===== src/rtl/top_dual_stream_pkg.sv =====
// Shared types and defaults for the dual-stream source block.
package top_dual_stream_pkg;

  // One stream element: value plus end-of-stream marker.
  typedef struct packed {
    logic [63:0] data;
    logic        eos;
  } stream_elem_t;

  // Control FSM states.
  typedef enum logic [1:0] {
    IDLE = 2'd0,
    RUN  = 2'd1,
    DONE = 2'd2
  } state_t;

  localparam int          DEF_COUNT = 10;
  localparam logic [63:0] DEF_MULT  = 64'd2;

endpackage


===== src/rtl/top_dual_stream_stream_source.sv =====
// One element stream: emits i*mult for i = 0..COUNT-1, then an EOS token.
// The product is kept as a running sum (acc += mult), which is exactly
// i*mult modulo 2^64 without needing a multiplier.
module stream_source
  import top_dual_stream_pkg::*;
#(
  parameter int COUNT = DEF_COUNT
) (
  input  logic         clock,
  input  logic         reset,
  input  logic         start,
  input  logic         clear,
  input  logic [63:0]  mult,
  input  logic         ready,
  output logic         valid,
  output stream_elem_t elem,
  output logic         done
);

  logic [31:0] idx;
  logic [63:0] acc;
  logic [31:0] idx_next;
  logic [63:0] acc_next;
  logic        last;
  logic        fire;

  assign idx_next = idx + 32'd1;
  assign acc_next = acc + mult;
  assign last     = (idx_next == 32'(COUNT));
  assign fire     = valid & ready;

  // Element register: load on start, advance on transfer, retire after EOS.
  always_ff @(posedge clock) begin
    if (reset) begin
      idx   <= '0;
      acc   <= '0;
      valid <= 1'b0;
      elem  <= '0;
      done  <= 1'b0;
    end else if (start) begin
      idx       <= '0;
      acc       <= '0;
      valid     <= 1'b1;
      elem.data <= '0;
      elem.eos  <= (COUNT == 0);
      done      <= 1'b0;
    end else if (fire) begin
      if (elem.eos) begin
        valid <= 1'b0;
        elem  <= '0;
        done  <= 1'b1;
      end else begin
        idx       <= idx_next;
        acc       <= acc_next;
        elem.eos  <= last;
        elem.data <= last ? 64'd0 : acc_next;
      end
    end else if (clear) begin
      idx  <= '0;
      acc  <= '0;
      done <= 1'b0;
    end
  end

endmodule


===== src/rtl/top_dual_stream.sv =====
// Two-stream source: a start token launches two independent element streams
// (stream 0: i, stream 1: i*MULT), each closed by EOS; a completion token
// follows once both EOS tokens are accepted.
// Optional macro DUAL_STREAM_ASSERT_EN enables simulation-only assertions.
module top_dual_stream
  import top_dual_stream_pkg::*;
#(
  parameter int          COUNT = DEF_COUNT,
  parameter logic [63:0] MULT  = DEF_MULT
) (
  input  logic        clock,
  input  logic        reset,
  input  logic        inCtrl_valid,
  output logic        inCtrl_ready,
  output logic        out0_valid,
  input  logic        out0_ready,
  output logic [63:0] out0_data_field0,
  output logic        out0_data_field1,
  output logic        out1_valid,
  input  logic        out1_ready,
  output logic        out2_valid,
  input  logic        out2_ready,
  output logic [63:0] out2_data_field0,
  output logic        out2_data_field1,
  output logic        out3_valid,
  input  logic        out3_ready,
  output logic        outCtrl_valid,
  input  logic        outCtrl_ready
);

  state_t       state, state_nxt;
  logic         start, clear;
  logic         s0_valid, s1_valid, s0_done, s1_done;
  stream_elem_t s0_elem, s1_elem;

  stream_source #(.COUNT(COUNT)) u_s0 (
    .clock (clock),
    .reset (reset),
    .start (start),
    .clear (clear),
    .mult  (64'd1),
    .ready (out0_ready & out3_ready),
    .valid (s0_valid),
    .elem  (s0_elem),
    .done  (s0_done)
  );

  stream_source #(.COUNT(COUNT)) u_s1 (
    .clock (clock),
    .reset (reset),
    .start (start),
    .clear (clear),
    .mult  (MULT),
    .ready (out2_ready & out1_ready),
    .valid (s1_valid),
    .elem  (s1_elem),
    .done  (s1_done)
  );

  // Each data channel and its companion share one registered valid.
  assign out0_valid       = s0_valid;
  assign out3_valid       = s0_valid;
  assign out0_data_field0 = s0_elem.data;
  assign out0_data_field1 = s0_elem.eos;
  assign out2_valid       = s1_valid;
  assign out1_valid       = s1_valid;
  assign out2_data_field0 = s1_elem.data;
  assign out2_data_field1 = s1_elem.eos;

  // Control state register.
  always_ff @(posedge clock) begin
    if (reset) state <= IDLE;
    else       state <= state_nxt;
  end

  // Control next-state and handshake outputs.
  always_comb begin
    state_nxt     = state;
    inCtrl_ready  = 1'b0;
    outCtrl_valid = 1'b0;
    start         = 1'b0;
    clear         = 1'b0;
    case (state)
      IDLE: begin
        inCtrl_ready = ~reset;
        if (inCtrl_valid && !reset) begin
          start     = 1'b1;
          state_nxt = RUN;
        end
      end
      RUN: begin
        if (s0_done && s1_done) state_nxt = DONE;
      end
      DONE: begin
        outCtrl_valid = 1'b1;
        if (outCtrl_ready) begin
          clear     = 1'b1;
          state_nxt = IDLE;
        end
      end
      default: state_nxt = IDLE;
    endcase
  end

`ifdef DUAL_STREAM_ASSERT_EN
  logic [1:0] eos_cnt0, eos_cnt1;
  logic       eos_fire0, eos_fire1;

  assign eos_fire0 = out0_valid & out0_ready & out3_ready & out0_data_field1;
  assign eos_fire1 = out2_valid & out2_ready & out1_ready & out2_data_field1;

  // Count EOS transfers per stream within one run.
  always_ff @(posedge clock) begin
    if (reset || start) begin
      eos_cnt0 <= '0;
      eos_cnt1 <= '0;
    end else begin
      if (eos_fire0) eos_cnt0 <= eos_cnt0 + 2'd1;
      if (eos_fire1) eos_cnt1 <= eos_cnt1 + 2'd1;
    end
  end

  a_s0_hold: assert property (@(posedge clock) disable iff (reset)
    out0_valid && !(out0_ready && out3_ready) |=>
      out0_valid && $stable(out0_data_field0) && $stable(out0_data_field1));
  a_s1_hold: assert property (@(posedge clock) disable iff (reset)
    out2_valid && !(out2_ready && out1_ready) |=>
      out2_valid && $stable(out2_data_field0) && $stable(out2_data_field1));
  a_comp: assert property (@(posedge clock) disable iff (reset)
    (out3_valid == out0_valid) && (out1_valid == out2_valid));
  a_eos_once0: assert property (@(posedge clock) disable iff (reset)
    eos_fire0 |-> eos_cnt0 == 2'd0);
  a_eos_once1: assert property (@(posedge clock) disable iff (reset)
    eos_fire1 |-> eos_cnt1 == 2'd0);
  a_eos_done: assert property (@(posedge clock) disable iff (reset)
    state == DONE |-> eos_cnt0 == 2'd1 && eos_cnt1 == 2'd1);
  a_ready_idle: assert property (@(posedge clock)
    inCtrl_ready |-> state == IDLE);
`endif

endmodule


===== config.mk =====
export PLATFORM = sky130hd
export DESIGN_NAME = top_dual_stream
export DESIGN_NICKNAME = d
export VERILOG_FILES = /design/src/rtl/top_dual_stream_pkg.sv /design/src/rtl/top_dual_stream_stream_source.sv /design/src/rtl/top_dual_stream.sv
export SDC_FILE = /design/constraint.sdc
export NUM_CORES = 1
export LEC_CHECK = 0
export ABC_AREA = 1
export BUFFER_PORTS_ARGS = -buffer_cell sky130_fd_sc_hd__buf_4
export CELL_PAD_IN_SITES_DETAIL_PLACEMENT = 0
export CELL_PAD_IN_SITES_GLOBAL_PLACEMENT = 2
export CORE_AREA = 2 2 249 251
export DETAILED_ROUTE_END_ITERATION = 10
export DIE_AREA = 0 0 251 253
export PLACE_DENSITY_LB_ADDON = 0.1
export SLEW_MARGIN = 10
export SYNTH_ARGS = -nofsm -noshare
export SYNTH_HDL_FRONTEND = slang
export SYNTH_SLANG_ARGS = --single-unit

===== constraint.sdc =====
create_clock -name clock -period 3.5 [get_ports clock]
set_input_delay 0 -clock clock [delete_from_list [all_inputs] [get_ports clock]]
set_output_delay 0 -clock clock [all_outputs]
set_load 0.02 [all_outputs]

* Word level (Yosys, flattened, before mapping) *
Index checks and enable logic that the tools add are counted.

operators by class
  add/sub/neg operators = 4
  eq/ne operators = 11
  multiplexer cells = 35
  bitwise logic cells = 5
  reductions and logical operators = 18

operator list
  cell                                                                      count
  64-bit 2-to-1 mux                                                         7
  32-bit 2-to-1 mux                                                         5
  65-bit 2-to-1 mux                                                         2
  32-bit by 1-bit adder with 32-bit output (second input constant)          2
  64-bit by 1-bit adder with 64-bit output (second input constant)          1
  64-bit by 2-bit adder with 64-bit output (second input constant)          1
  32-bit by 4-bit == test with 1-bit output (second input constant)         2
  1-bit 2-to-1 mux                                                          17
  2-bit AND reduction                                                       6
  2-bit nonzero test                                                        6
  2-bit inequality test (second input constant)                             5
  2-bit 2-to-1 mux                                                          3
  2-bit one-hot mux with 3 select lines                                     1
  1-bit bitwise AND                                                         4
  2-bit by 1-bit inequality test with 1-bit output (second input constant)  2
  3-bit AND reduction                                                       1
  2-bit by 1-bit == test with 1-bit output (second input constant)          1
  2-bit == test (second input constant)                                     1
  1-bit logical AND                                                         2
  2-bit zero test                                                           1
  2-bit OR reduction                                                        1
  1-bit zero test                                                           1
  1-bit NOT                                                                 1

word-level totals
  flip-flop bits (word level) = 328
  input bits = 8
  output and inout bits = 136
  logic and storage cells = 86

* Longest topological paths before layout *
  depth after elaboration = 6
  depth in mapped cells = 15
  depth with buffers taken out = 15

* Cells and area by module *
Synthesis repeated with hierarchy kept, for this count alone.

unflattened totals
  cell total of the unflattened synthesis = 4,398
  area, all modules = 25,051.5 um2

modules (own cells, without submodules)
  module                instances  cells an instance  area each (um2)  sequential area each (um2)
  stream_source (u_s0)  1          2,197              12,537.0         3,263.1
  stream_source (u_s1)  1          2,170              12,335.6         3,263.1
  top_dual_stream       1          31                 178.9            40.0

* Least setup slack after synthesis *
OpenSTA, ideal clock, no wires.

  kind = reg2reg
  start = register u_s0.idx[0]
  end = register u_s0.elem[11] (netlist name)
  library setup time = 0.141 ns
  arrival = 2.021 ns
  required time = 3.359 ns
  slack = 1.337 ns
  cell stages (with the launch flop) = 16
  path buffers = 1
  clock period less this slack = 2.163 ns
  cell sequence = dfxtp_1 > ha_1 > nand2_1 > nor2_2 > nand2_2 > nor2_1 > nand2_1 > nand2_1 > nand2_1 > nor2_1 > nand2_1 > nor2_2 > nand3_4 > buf_6 > nand2_2 > a21oi_1

on the way
  cells in the longest elaborated chain, start to end = 4

ends and longest elaborated chain
  element                                    line                                 source
  start, declared                            top_dual_stream_stream_source.sv:20  logic [31:0] idx;
  start signal, assigned                     top_dual_stream_stream_source.sv:53  idx <= idx_next;
  32-bit by 1-bit adder with 32-bit output   top_dual_stream_stream_source.sv:27  assign idx_next = idx + 32'd1;
  32-bit by 4-bit == test with 1-bit output  top_dual_stream_stream_source.sv:29  assign last = (idx_next == 32'(COUNT));
  64-bit 2-to-1 mux                          top_dual_stream_stream_source.sv:56  elem.data <= last ? 64'd0 : acc_next;
  65-bit 2-to-1 mux                          top_dual_stream_stream_source.sv:48  if (elem.eos) begin
  end, declared                              top_dual_stream_stream_source.sv:16  output stream_elem_t elem,

No other way between the ends.
A chain may end at the register's enable or synchronous reset.

* Worst setup path in the final report *
  start = register u_s0.idx[0]
  end = register u_s0.elem[38] (netlist name)

The elaborated chain is that of the path after synthesis.

==> flow_metrics.env <==
export IMPL_status="completed"
export IMPL_synthCells=2954
export IMPL_dieArea_um2=63500
export IMPL_power_leakage_nw=7.72
export IMPL_chipHeight_um=253
export IMPL_dpl_hpwl_mm=50.2
export IMPL_final_min_clock_period_ns=3.13
export IMPL_syn_area_um2=18100
export IMPL_synth_compound_area_share_pct=12.2
export IMPL_grt_pass1_wl_mm=104
export IMPL_io_buffers=143
export IMPL_hold_violations=0
export IMPL_drc=0
export IMPL_synthSimpleGateAreaFrac_pct=41.3
export IMPL_hold_ws_ns=0.0656
export IMPL_ys_seq_area_share_pct=36.1
export IMPL_antenna_cells=0
export IMPL_pwr_share_comb_pct=4.4
export IMPL_worstHoldPathType="input port to flip-flop"
export IMPL_die_w_um=251
export IMPL_io_pins=144
export IMPL_start_util_pct=29.7
export IMPL_rows=91
export IMPL_cts_sinks=327
export IMPL_htreeDepth=2
export IMPL_vias=18700
export IMPL_synth_xor_area_share_pct=1.83
export IMPL_crit_chain="ha_1 > nand2_1 > nor2_2 > nand2_2 > nor2_1 > nand2_1 > nand2_1 > nand2_1 > nor2_1 > nand2_1 > nor2_2 > nand3_4 > buf_4 > nand2_1 > a21oi_1"
export IMPL_p_sw_mw=2.10
export IMPL_fin_skew_ns=0.0402
export IMPL_cpMostUsedCell="nand2_1"
export IMPL_path_class="flip-flop to flip-flop"
export IMPL_critPathMaxStageDelay_ns=0.48
export IMPL_worst_setup_path_start_kind="flip-flop"
export IMPL_cap_viol_max_count=0
export IMPL_crit_arrival_ns=3.54
export IMPL_gp_congestion=0.921
export IMPL_cts_resized=0
export IMPL_layout_drive_gt1_share_pct=9.70
export IMPL_cp_max_fo=38
export IMPL_final_setup_tns_ns=0
export IMPL_firstDrtPassIters=6
export IMPL_fmax_mhz=320
export IMPL_synthArstFlopShare_pct=0
export IMPL_gr_total_overflow=0
export IMPL_grt_use_total_pct=20.7
export IMPL_p_per_area_nw_per_um2=396
export IMPL_rsz0062_at_grt="no"
export IMPL_wire_per_inst_um=17.2
export IMPL_synth_nets=2968
export IMPL_first_global_vias=17900
export IMPL_clk_pin_slew_ns=0.06
export IMPL_viasPerCell=4.81
export IMPL_ctsLongestPathBuffers=3
export IMPL_core_area_um2=61000
export IMPL_p_sw_share_pct=24.7
export IMPL_drv_slew=0
export IMPL_grt_start_max_net_pins=193
export IMPL_power_frac_seq_pct=44.1
export IMPL_path_buf_inv=1
export IMPL_required_ns=3.91
export IMPL_grt_antenna_before_repair=0
export IMPL_vdd_drop_max_uv=339
export IMPL_drt_wl_total_mm=67.0
export IMPL_yosys_cell_types_count=41
export IMPL_synth_ff_type="dfxtp_1"
export IMPL_min_period_over_period_pct=89.4
export IMPL_cp_top_family="simple AND/OR/NAND/NOR gates"
export IMPL_synth_seq_cells=327
export IMPL_fillers=6863
export IMPL_area_growth_pct=18.3
export IMPL_worstMarginPinSlew_ns=1.07
export IMPL_clkPwrFrac_pct=51.6
export IMPL_cp_slowest_cell="nand3_4"
export IMPL_cts_buffers=43
export IMPL_ant_nets=0
export IMPL_slew_headroom_pct=28.4
export IMPL_synth_enable_flop_cells=0
export IMPL_cts_tree="done"
export IMPL_synth_warnings=0
export IMPL_synth_top_family_by_area="simple AND/OR/NAND/NOR gates"
export IMPL_clkLatencyLatePin_ns=0.60
export IMPL_syn_area_per_cell_um2=6.14
export IMPL_setup_viol=0
export IMPL_root_buffer="clkbuf_16"
export IMPL_synth_mux_area_fraction_pct=0
export IMPL_p_int_mw=6.40
export IMPL_synth_fa_ha_area_share_pct=0.414
export IMPL_drt_iter0_markers=1178
export IMPL_critPathCaptureType="flip-flop"
export IMPL_fin_nets=3088
power by group through the flow:
| stage | Combinational (mW) | Sequential [mW] | Clock (mW) |
|---|---|---|---|
| floorplan | 0.217 | 3.83 | 0 |
| global placement | 0.373 | 3.83 | 0 |
| detailed placement | 0.374 | 3.83 | 0 |
| CTS | 0.382 | 3.74 | 4.54 |
| global route | 0.408 | 3.74 | 4.65 |
| finish | 0.372 | 3.74 | 4.38 |
metrics by stage:
stage                     std cells  total power, mW  setup slack (ns)  instance area, um2  utilization, %
after detailed placement       3813             4.20             0.328               20000            32.8
after global placement         3813             4.20             0.400               20000            32.8
after floorplan                2954             4.04              1.34               18100               -
final                          3892             8.50             0.372               21500            35.2
after CTS                      3892             8.66             0.332               21500            35.2
after global routing           3892             8.80           0.00390               21500            35.2
path summary, 6_finish.rpt:
path,from,end,slack [ns],cells after the start
min reg2reg,u_s1.elem[1],u_s1.elem[1],0.45,2
max,u_s0.idx[0],u_s0.elem[38],0.37,15
min,outCtrl_ready,u_s0.done,0.07,4
max reg2reg,u_s0.idx[0],u_s0.elem[38],0.37,15
synth_stat cells (all sizes together), types with 2 or more instances:
| cell type | instances | share of area (%) |
|---|---|---|
| nand2 | 1003 | 21 |
| xor2 | 33 | 1.6 |
| and3 | 3 | 0.10 |
| a31oi | 6 | 0.21 |
| nor2 | 492 | 11 |
| or2 | 14 | 0.48 |
| and2 | 2 | 0.069 |
| nand3 | 135 | 3.9 |
| nor3b | 5 | 0.21 |
| o21ai | 45 | 1.2 |
| a21oi | 306 | 8.6 |
| o22ai | 2 | 0.069 |
| nand4 | 37 | 1.3 |
| dfxtp | 327 | 36 |
| nor3 | 80 | 2.2 |
| buf | 23 | 1.0 |
| nand3b | 27 | 1.1 |
| a211oi | 3 | 0.12 |
| o211ai | 2 | 0.083 |
| o21bai | 5 | 0.21 |
| o21a | 38 | 1.6 |
| xnor2 | 5 | 0.24 |
| nor4 | 8 | 0.28 |
| inv | 257 | 5.3 |
| clkbuf | 84 | 1.7 |
| ha | 6 | 0.41 |
repair_timing:
item | CTS | global route
hold buffers | 6 | 0
hold endpoints to repair | 8 | 0
buffers inserted | 0 | 0
final cells by class:
cell class / count / area (um2) / area share [%]
multi-input combinational: 2262 / 10200 / 47.5
sequential: 327 / 6550 / 30.5
timing repair buffer: 182 / 1410 / 6.56
clock buffer: 63 / 1240 / 5.79
tap: 790 / 988 / 4.61
inverter: 258 / 968 / 4.51
clock inverter: 10 / 119 / 0.554
worst reg2reg max path: cells and delay by family (launching register included):
kind / cells / cell delay, ns
compound gates: 1 / 0.06
fa+ha+maj: 1 / 0.25
buf+inv: 1 / 0.45
flops: 1 / 0.41
simple gates: 12 / 1.83
sequential cells by signal, summed over array words and instances (netlist names):
register    count
u_s1.done       1
u_s0.done       1
u_s1.idx       32
u_s0.acc       64
u_s0.valid      1
u_s1.acc       63
state           2
u_s0.idx       32
u_s1.elem      65
u_s0.elem      65
u_s1.valid      1
cell usage in the layout (no fill, tap or decap), types with 5 or more instances in the layout:
cell             n
clkbuf_1        12
nor2_4          12
nand2_1        988
a21oi_2          6
nor2_2          13
nand3b_1        27
nor3_1          80
dlygate4sd3_1    6
a31oi_1          6
nand3_1        131
inv_1          257
xor2_1          33
clkbuf_8         7
clkinv_2         5
o21ai_0         43
ha_1             6
nor2_1         467
clkbuf_16       44
nand4_1         37
nor3b_1          5
xnor2_1          5
a21oi_1        300
o21bai_1         5
or2_2           14
nand2_2         14
dfxtp_1        327
nor4_1           8
o21a_1          38
buf_4          174
logic make-up after synthesis:
| kind of cell | after synthesis |
|---|---|
| buffers and inverters | 365 |
| adder cells (fa/ha/maj) | 6 |
| AO/OA/AOI/OAI | 410 |
| flip-flops | 327 |
| AND/OR/NAND/NOR | 1808 |
| XOR/XNOR | 38 |
routing by layer:
layer,vias to the layer above,routed length [um],global-route usage (%)
met5,-,0,0
met4,0,1590,5.61
met3,78,2280,2.43
met2,322,31200,34.9
met1,8680,32000,27.8
li1,9631,-,-
No activity file was read; power rests on OpenSTA's default activity.
